===== config.mk =====
export PLATFORM = sky130hd
export DESIGN_NAME = x3q16_spi_mem
export DESIGN_NICKNAME = d
export VERILOG_FILES = /design/src/rtl/x3q16_mem_pkg.sv /design/src/rtl/x3q16_spi_shifter.sv /design/src/rtl/x3q16_spi_mem.sv
export SDC_FILE = /design/constraint.sdc
export NUM_CORES = 1
export LEC_CHECK = 0
export BUFFER_PORTS_ARGS = -buffer_cell sky130_fd_sc_hd__buf_2
export CAP_MARGIN = 20
export CORE_ASPECT_RATIO = 0.6
export CORE_MARGIN = 5
export CORE_UTILIZATION = 61
export CTS_CLUSTER_SIZE = 16
export DETAILED_ROUTE_END_ITERATION = 10
export PLACE_DENSITY = 0.85
export SETUP_SLACK_MARGIN = 0.1
export SLEW_MARGIN = 20
export SYNTH_ARGS = -nofsm -noshare
export SYNTH_HDL_FRONTEND = slang
export SYNTH_SLANG_ARGS = --single-unit

===== constraint.sdc =====
create_clock -name clk -period 4.1 [get_ports clk]
set_clock_uncertainty 0.1 [all_clocks]
set_input_delay 0.205 -clock clk [delete_from_list [all_inputs] [get_ports clk]]
set_output_delay 0.205 -clock clk [all_outputs]
set_load 0.005 [all_outputs]

===== src/rtl/x3q16_mem_pkg.sv =====
// rtl/x3q16_mem_pkg.sv - shared opcodes, state encoding and frame helpers for the x3q16 SPI memory stage
package x3q16_mem_pkg;

  localparam logic [7:0] OP_READ  = 8'h03;
  localparam logic [7:0] OP_WRITE = 8'h02;
  localparam logic [7:0] OP_WRMR  = 8'h01;
  localparam logic [7:0] MODE_SEQ = 8'h40;

  localparam int FRAME_BITS = 48;
  localparam int INIT_BITS  = 16;

  typedef enum logic [1:0] {
    ST_INIT,
    ST_IDLE,
    ST_SHIFT,
    ST_DONE
  } state_t;

  // CPU word address -> even SRAM byte address; data high byte goes to the even byte
  function automatic logic [FRAME_BITS-1:0] build_frame(input logic [7:0]  op,
                                                        input logic [15:0] word_addr,
                                                        input logic [15:0] data);
    return {op, 7'b0, word_addr, 1'b0, data};
  endfunction

endpackage


===== src/rtl/x3q16_spi_shifter.sv =====
// rtl/x3q16_spi_shifter.sv - mode-0 SPI frame engine: SCK divider, MSB-first shift register, bit counter
module x3q16_spi_shifter
  import x3q16_mem_pkg::*;
#(
  parameter int CLK_DIV = 1
) (
  input  logic                  clk,
  input  logic                  reset,
  input  logic                  start,
  input  logic [FRAME_BITS-1:0] frame,
  input  logic [5:0]            bit_count_init,
  input  logic                  spi_miso,
  output logic                  done,
  output logic [15:0]           rx_data,
  output logic                  spi_cs_n,
  output logic                  spi_sck,
  output logic                  spi_mosi
);

  localparam int DW = (CLK_DIV > 1) ? $clog2(CLK_DIV) : 1;
  localparam logic [DW-1:0] DIV_LAST = DW'(CLK_DIV - 1);

  logic                  active;
  logic [DW-1:0]         div_cnt;
  logic [5:0]            bit_cnt;
  logic [FRAME_BITS-1:0] shreg;
  logic                  half_end;

  // MOSI is the shift register MSB; clearing shreg at frame end parks MOSI low
  assign spi_mosi = shreg[FRAME_BITS-1];
  assign half_end = active && (div_cnt == DIV_LAST);
  assign done     = half_end && spi_sck && (bit_cnt == 6'd0);

  // Half-period sequencing: rise samples MISO, fall shifts the next MOSI bit or closes the frame
  always_ff @(posedge clk or negedge reset) begin
    if (!reset) begin
      active   <= 1'b0;
      div_cnt  <= '0;
      bit_cnt  <= 6'd0;
      shreg    <= '0;
      rx_data  <= 16'h0000;
      spi_cs_n <= 1'b1;
      spi_sck  <= 1'b0;
    end else if (start) begin
      active   <= 1'b1;
      div_cnt  <= '0;
      bit_cnt  <= bit_count_init;
      shreg    <= frame;
      spi_cs_n <= 1'b0;
      spi_sck  <= 1'b0;
    end else if (active) begin
      if (half_end) begin
        div_cnt <= '0;
        if (!spi_sck) begin
          spi_sck <= 1'b1;
          rx_data <= {rx_data[14:0], spi_miso};
        end else if (bit_cnt == 6'd0) begin
          active   <= 1'b0;
          spi_cs_n <= 1'b1;
          spi_sck  <= 1'b0;
          shreg    <= '0;
        end else begin
          spi_sck <= 1'b0;
          bit_cnt <= bit_cnt - 6'd1;
          shreg   <= {shreg[FRAME_BITS-2:0], 1'b0};
        end
      end else begin
        div_cnt <= div_cnt + 1'b1;
      end
    end
  end

endmodule


===== src/rtl/x3q16_spi_mem.sv =====
// rtl/x3q16_spi_mem.sv - CPU word request to SPI SRAM bridge; X3Q16_SPI_MEM_INIT_EN adds a WRMR setup frame after reset
module x3q16_spi_mem
  import x3q16_mem_pkg::*;
#(
  parameter int         CLK_DIV   = 1,
  parameter logic [7:0] READ_CMD  = OP_READ,
  parameter logic [7:0] WRITE_CMD = OP_WRITE
) (
  input  logic        clk,
  input  logic        reset,
  input  logic        request,
  input  logic        request_type,
  input  logic [15:0] request_address,
  input  logic [15:0] data_out,
  output logic [15:0] memory_in,
  output logic        memory_ready,
  output logic        write_complete,
  output logic        memory_critical,
  output logic        spi_cs_n,
  output logic        spi_sck,
  output logic        spi_mosi,
  input  logic        spi_miso
);

  localparam logic [5:0] FRAME_LAST = 6'(FRAME_BITS - 1);
`ifdef X3Q16_SPI_MEM_INIT_EN
  localparam logic [5:0] INIT_LAST   = 6'(INIT_BITS - 1);
  localparam state_t     RESET_STATE = ST_INIT;
`else
  localparam state_t     RESET_STATE = ST_IDLE;
`endif

  state_t                state, state_nxt;
  logic                  request_q;
  logic                  type_q;
  logic                  accept;
  logic                  sh_start;
  logic [FRAME_BITS-1:0] sh_frame;
  logic [5:0]            sh_last;
  logic                  sh_done;
  logic [15:0]           rx_data;
`ifdef X3Q16_SPI_MEM_INIT_EN
  logic [1:0]            init_step, init_step_nxt;
`endif

  x3q16_spi_shifter #(.CLK_DIV(CLK_DIV)) u_shifter (
    .clk            (clk),
    .reset          (reset),
    .start          (sh_start),
    .frame          (sh_frame),
    .bit_count_init (sh_last),
    .spi_miso       (spi_miso),
    .done           (sh_done),
    .rx_data        (rx_data),
    .spi_cs_n       (spi_cs_n),
    .spi_sck        (spi_sck),
    .spi_mosi       (spi_mosi)
  );

  // Next state and shifter launch; request fields are captured straight into the shift register
  always_comb begin
    state_nxt = state;
    accept    = 1'b0;
    sh_start  = 1'b0;
    sh_last   = FRAME_LAST;
    sh_frame  = build_frame(request_type ? WRITE_CMD : READ_CMD, request_address,
                            request_type ? data_out : 16'h0000);
`ifdef X3Q16_SPI_MEM_INIT_EN
    init_step_nxt = init_step;
`endif
    case (state)
      ST_INIT: begin
`ifdef X3Q16_SPI_MEM_INIT_EN
        case (init_step)
          2'd0: begin
            sh_start      = 1'b1;
            sh_frame      = {OP_WRMR, MODE_SEQ, 32'h0};
            sh_last       = INIT_LAST;
            init_step_nxt = 2'd1;
          end
          2'd1: if (sh_done) init_step_nxt = 2'd2;
          2'd2: init_step_nxt = 2'd3;
          default: state_nxt = ST_IDLE;
        endcase
`else
        state_nxt = ST_IDLE;
`endif
      end
      ST_IDLE: begin
        if (request && !request_q) begin
          accept    = 1'b1;
          sh_start  = 1'b1;
          state_nxt = ST_SHIFT;
        end
      end
      ST_SHIFT: if (sh_done) state_nxt = ST_DONE;
      ST_DONE:  state_nxt = ST_IDLE;
      default:  state_nxt = ST_IDLE;
    endcase
  end

  // State, request edge history, transaction type and read-data holding register
  always_ff @(posedge clk or negedge reset) begin
    if (!reset) begin
      state     <= RESET_STATE;
      request_q <= 1'b0;
      type_q    <= 1'b0;
      memory_in <= 16'h0000;
    end else begin
      state     <= state_nxt;
      request_q <= request;
      if (accept) type_q <= request_type;
      if (state == ST_SHIFT && sh_done && !type_q) memory_in <= rx_data;
    end
  end

`ifdef X3Q16_SPI_MEM_INIT_EN
  // Sub-step of the setup sequence: launch, wait for frame end, two-cycle cs_n-high gap
  always_ff @(posedge clk or negedge reset) begin
    if (!reset) init_step <= 2'd0;
    else        init_step <= init_step_nxt;
  end
`endif

  assign memory_ready    = (state == ST_DONE);
  assign memory_critical = (state != ST_IDLE);
  assign write_complete  = !((state == ST_SHIFT) && type_q);

endmodule


==> summary.txt <==
Run status
  – Run status: finished, final reports clean

Global routing
  – Initial antenna violation count: 0
  – Gr ovfl total: 0
  – First-pass GRT wire length: between 10000 and 15000 um
  – Vias in the first global route: roughly 2600
  – Largest net degree at the start of global routing: 50
  – Gr usage total: 19.7%

Synthesis
  – Synth Register Bits: 94
  – Synth Area in XOR/XNOR: less than 1%
  – Asr flop ratio synth: 100%
  – Area share of fa/ha/maj cells after synthesis: approximately 1.6%
  – Synth Cell Area: ~4000 sq um
  – Synth Area in Simple Gates: around 11%
  – Largest family of logic cells by synthesized area: compound AO/OA/AOI/OAI gates
  – EDFF count, synth: 0
  – Syn. warnings: 0
  – Complex-gate fraction of the synthesized area: 13.3%
  – Post-Syn Instances: about 320
  – Part of the Yosys area used for sequential elements: between 50 and 60%
  – Multiplexer share of the synthesized area: around a tenth
  – Most used DFF post-synth: dfrtp_1
  – Yosys cell types: 40
  – Mean Syn Cell Area: 12.2 sq um
  – Syn nets: between 300 and 400

Floorplanning
  – Die area: between 8000 and 9000 sq um
  – # IOs: around 60
  – Die X: about 110 um
  – FP Rows: 22
  – Die Y: a little over 70 um
  – Core Region: approximately 6200 sq um
  – Initial Util: 63.9%

Flow run
  – Max Cap Viol: 0

Timing
  – Unrepaired setup endpoints after global routing: false
  – Max Slew Vio Count: 0
  – Final setup viols: 0
  – Final Cycle Share: 70.7%
  – Hold Vio Cnt, Final: 0
  – Worst-Margin Slew: between 900 and 1000 ps
  – Min Tclk post-route: 2900 ps
  – Fmax: between 300 and 400 MHz
  – Max_slew headroom: between 30% and 40%
  – Sum of negative setup slack: 0 ps

Placement
  – Placed cell areas: 4280 sq um
  – RD Place Congestion: around 0.8
  – Port Buffer Count: between 50 and 60
  – HPWL after DPL: approximately 5100 um
  – Dpl cells: about 450

Clock network
  – Clock latency on the worst-skew pair: between 300 and 400 ps
  – Clk root buf: clkbuf_8
  – Clock slew at the register clock pins of the worst setup and hold paths: roughly 80 ps
  – CTS buffer count: 9
  – Post-CTS Setup Bufs: 0
  – CTS tree: yes
  – H-tree lvl count: 3
  – Clock Path Buffers: 2
  – Post-CTS Resized: 0
  – Clock sinks: 94

Detailed routing
  – Drt initial violations: approximately 300
  – DRC: 0
  – Via count: approximately 2800
  – Routed Antenna Nets: 0
  – First drt pass iteration count: 4
  – DR WL/cell: 16.5 um
  – Vias per cell: 5.89
  – Drt total wl: 7770 um

Setup path
  – CP Max Fanout: 23
  – FF-to-FF End: memory_in[1]
  – Length in cells of the worst reg-to-reg path: 4
  – Setup crit end: memory_in[1]
  – Crit. End Element: register
  – Worst Path Arrival: between 3000 and 4000 ps
  – Crit path required time: 4240 ps
  – Setup crit start: u_shifter.div_cnt
  – R2r setup slk: between 1000 and 1500 ps
  – Worst flop-to-flop path startpoint: u_shifter.div_cnt
  – CP Class: reg2reg
  – Startpoint class of the critical path: register

Power
  – VDD IR max: 0.000463 V
  – PD cells: around 660 nW/um^2
  – Pwr Total: between 3000 and 4000 uW
  – Leak: about 0.0023 uW

Layout
  – Fin area: around 4500 sq um
  – Share of post-route cells with drive strength above 1: just under 30%
  – Most frequent cells in the layout: 92 x dfrtp_1, 57 x buf_2, 37 x a21oi_1
  – # nets final: ~420
  – Fillcell total: around 440
  – Antenna diodes: 0
  – Finished Layout Cells: 470
  – Most common cell after layout, fill and taps aside: dfrtp_1
  – Area growth syn-to-layout: 15.0%

Hold path
  – Min-Delay Path Class: in2reg
[cell usage after synthesis, types with 2 or more instances]
library cell | count | area (sq um)
a21oi_1 | 37 | 185
a221o_1 | 15 | 150
a22o_1 | 14 | 123
and3_1 | 15 | 93.8
buf_1 | 3 | 11.3
buf_2 | 3 | 15.0
buf_6 | 2 | 22.5
clkbuf_1 | 14 | 52.6
dfrtp_1 | 92 | 2300
dfstp_2 | 2 | 52.6
ha_1 | 5 | 62.6
inv_1 | 6 | 22.5
mux2_2 | 22 | 248
mux2_4 | 10 | 150
mux2i_1 | 2 | 20.0
nand2_1 | 10 | 37.5
nand3_1 | 19 | 95.1
nand3b_1 | 2 | 15.0
nor2_1 | 22 | 82.6
nor3_1 | 4 | 20.0
nor3b_1 | 2 | 15.0
o21ai_0 | 2 | 10.0
xnor2_1 | 3 | 26.3
[how the worst min path moves through the flow]
stage	slack, ps	startpoint	depth (start not counted)	end
final	20	request_address[5]	3	u_shifter.shreg[22]
after global routing	8	request_address[11]	3	u_shifter.shreg[28]
after CTS	0.01	request_address[5]	3	u_shifter.shreg[22]
after detailed placement	150	reset	1	state[1]
after global placement	150	reset	1	state[1]
after floorplan	-190	reset	0	memory_in[0]
[area by class of cell]
type / count / area, sq um / share of cell area (%)
flip-flops and latches: 94 / 2350 / 51.8
multi-input cells: 200 / 1480 / 32.6
repair buffers: 71 / 415 / 9.13
clock buffers: 14 / 163 / 3.58
well taps: 84 / 105 / 2.31
inverters: 6 / 22.5 / 0.495
clock inverters: 1 / 5.00 / 0.110
[kinds of logic (layout without fill, tap and decap cells)]
family	Yosys count	in the layout
DFF	94	94
and+or+nand+nor	83	83
AOI/OAI and AO/OA	75	75
muxes	34	34
buffers and inverters	29	92
adders and majority gates	5	5
xor gates and xnor gates	3	3
[state kept, by name, indices dropped and copies added (netlist names)]
signal,cells
u_shifter.active,1
u_shifter.shreg,48
u_shifter.spi_cs_n,1
u_shifter.div_cnt,1
state,2
request_q,1
type_q,1
memory_in,16
u_shifter.bit_cnt,6
u_shifter.spi_sck,1
u_shifter.rx_data,16
[layer usage]
layer	GRT usage [%]	share of wire, %	vias up
li1	-	-	1284
met1	28.0	47	1388
met2	28.9	46	88
met3	5.83	5.7	10
met4	7.25	1.2	0
met5	0	0	-
[stage by stage]
step                      worst slack, ps  util (%)  hold WS [ps]
after floorplan                      1910         -          -191
after global placement               1390      69.1           150
after detailed placement             1270      69.1           154
after CTS                            1240      73.4        0.0110
after global routing                 1070      73.5          7.82
final                                1200      73.5          17.3
[repair_timing]
| action | in CTS | in global routing |
|---|---|---|
| hold endpoints to repair | 56 | 0 |
| setup endpoints to repair | 0 | 0 |
| hold buffers | 10 | 0 |
[worst max-delay path, cell delays in order, from the launching register on]
cell	delay [ps]
dfrtp_1	400
and3b_1	810
nand3_2	230
or3b_1	800
mux2_4	440
[power by group]
group	total, uW	internal (uW)	switching, uW
clock	538	250	288
sequential	1500	1270	231
combinational	982	468	514
total	3020	1990	1030
(Power assumes the default switching activity.)
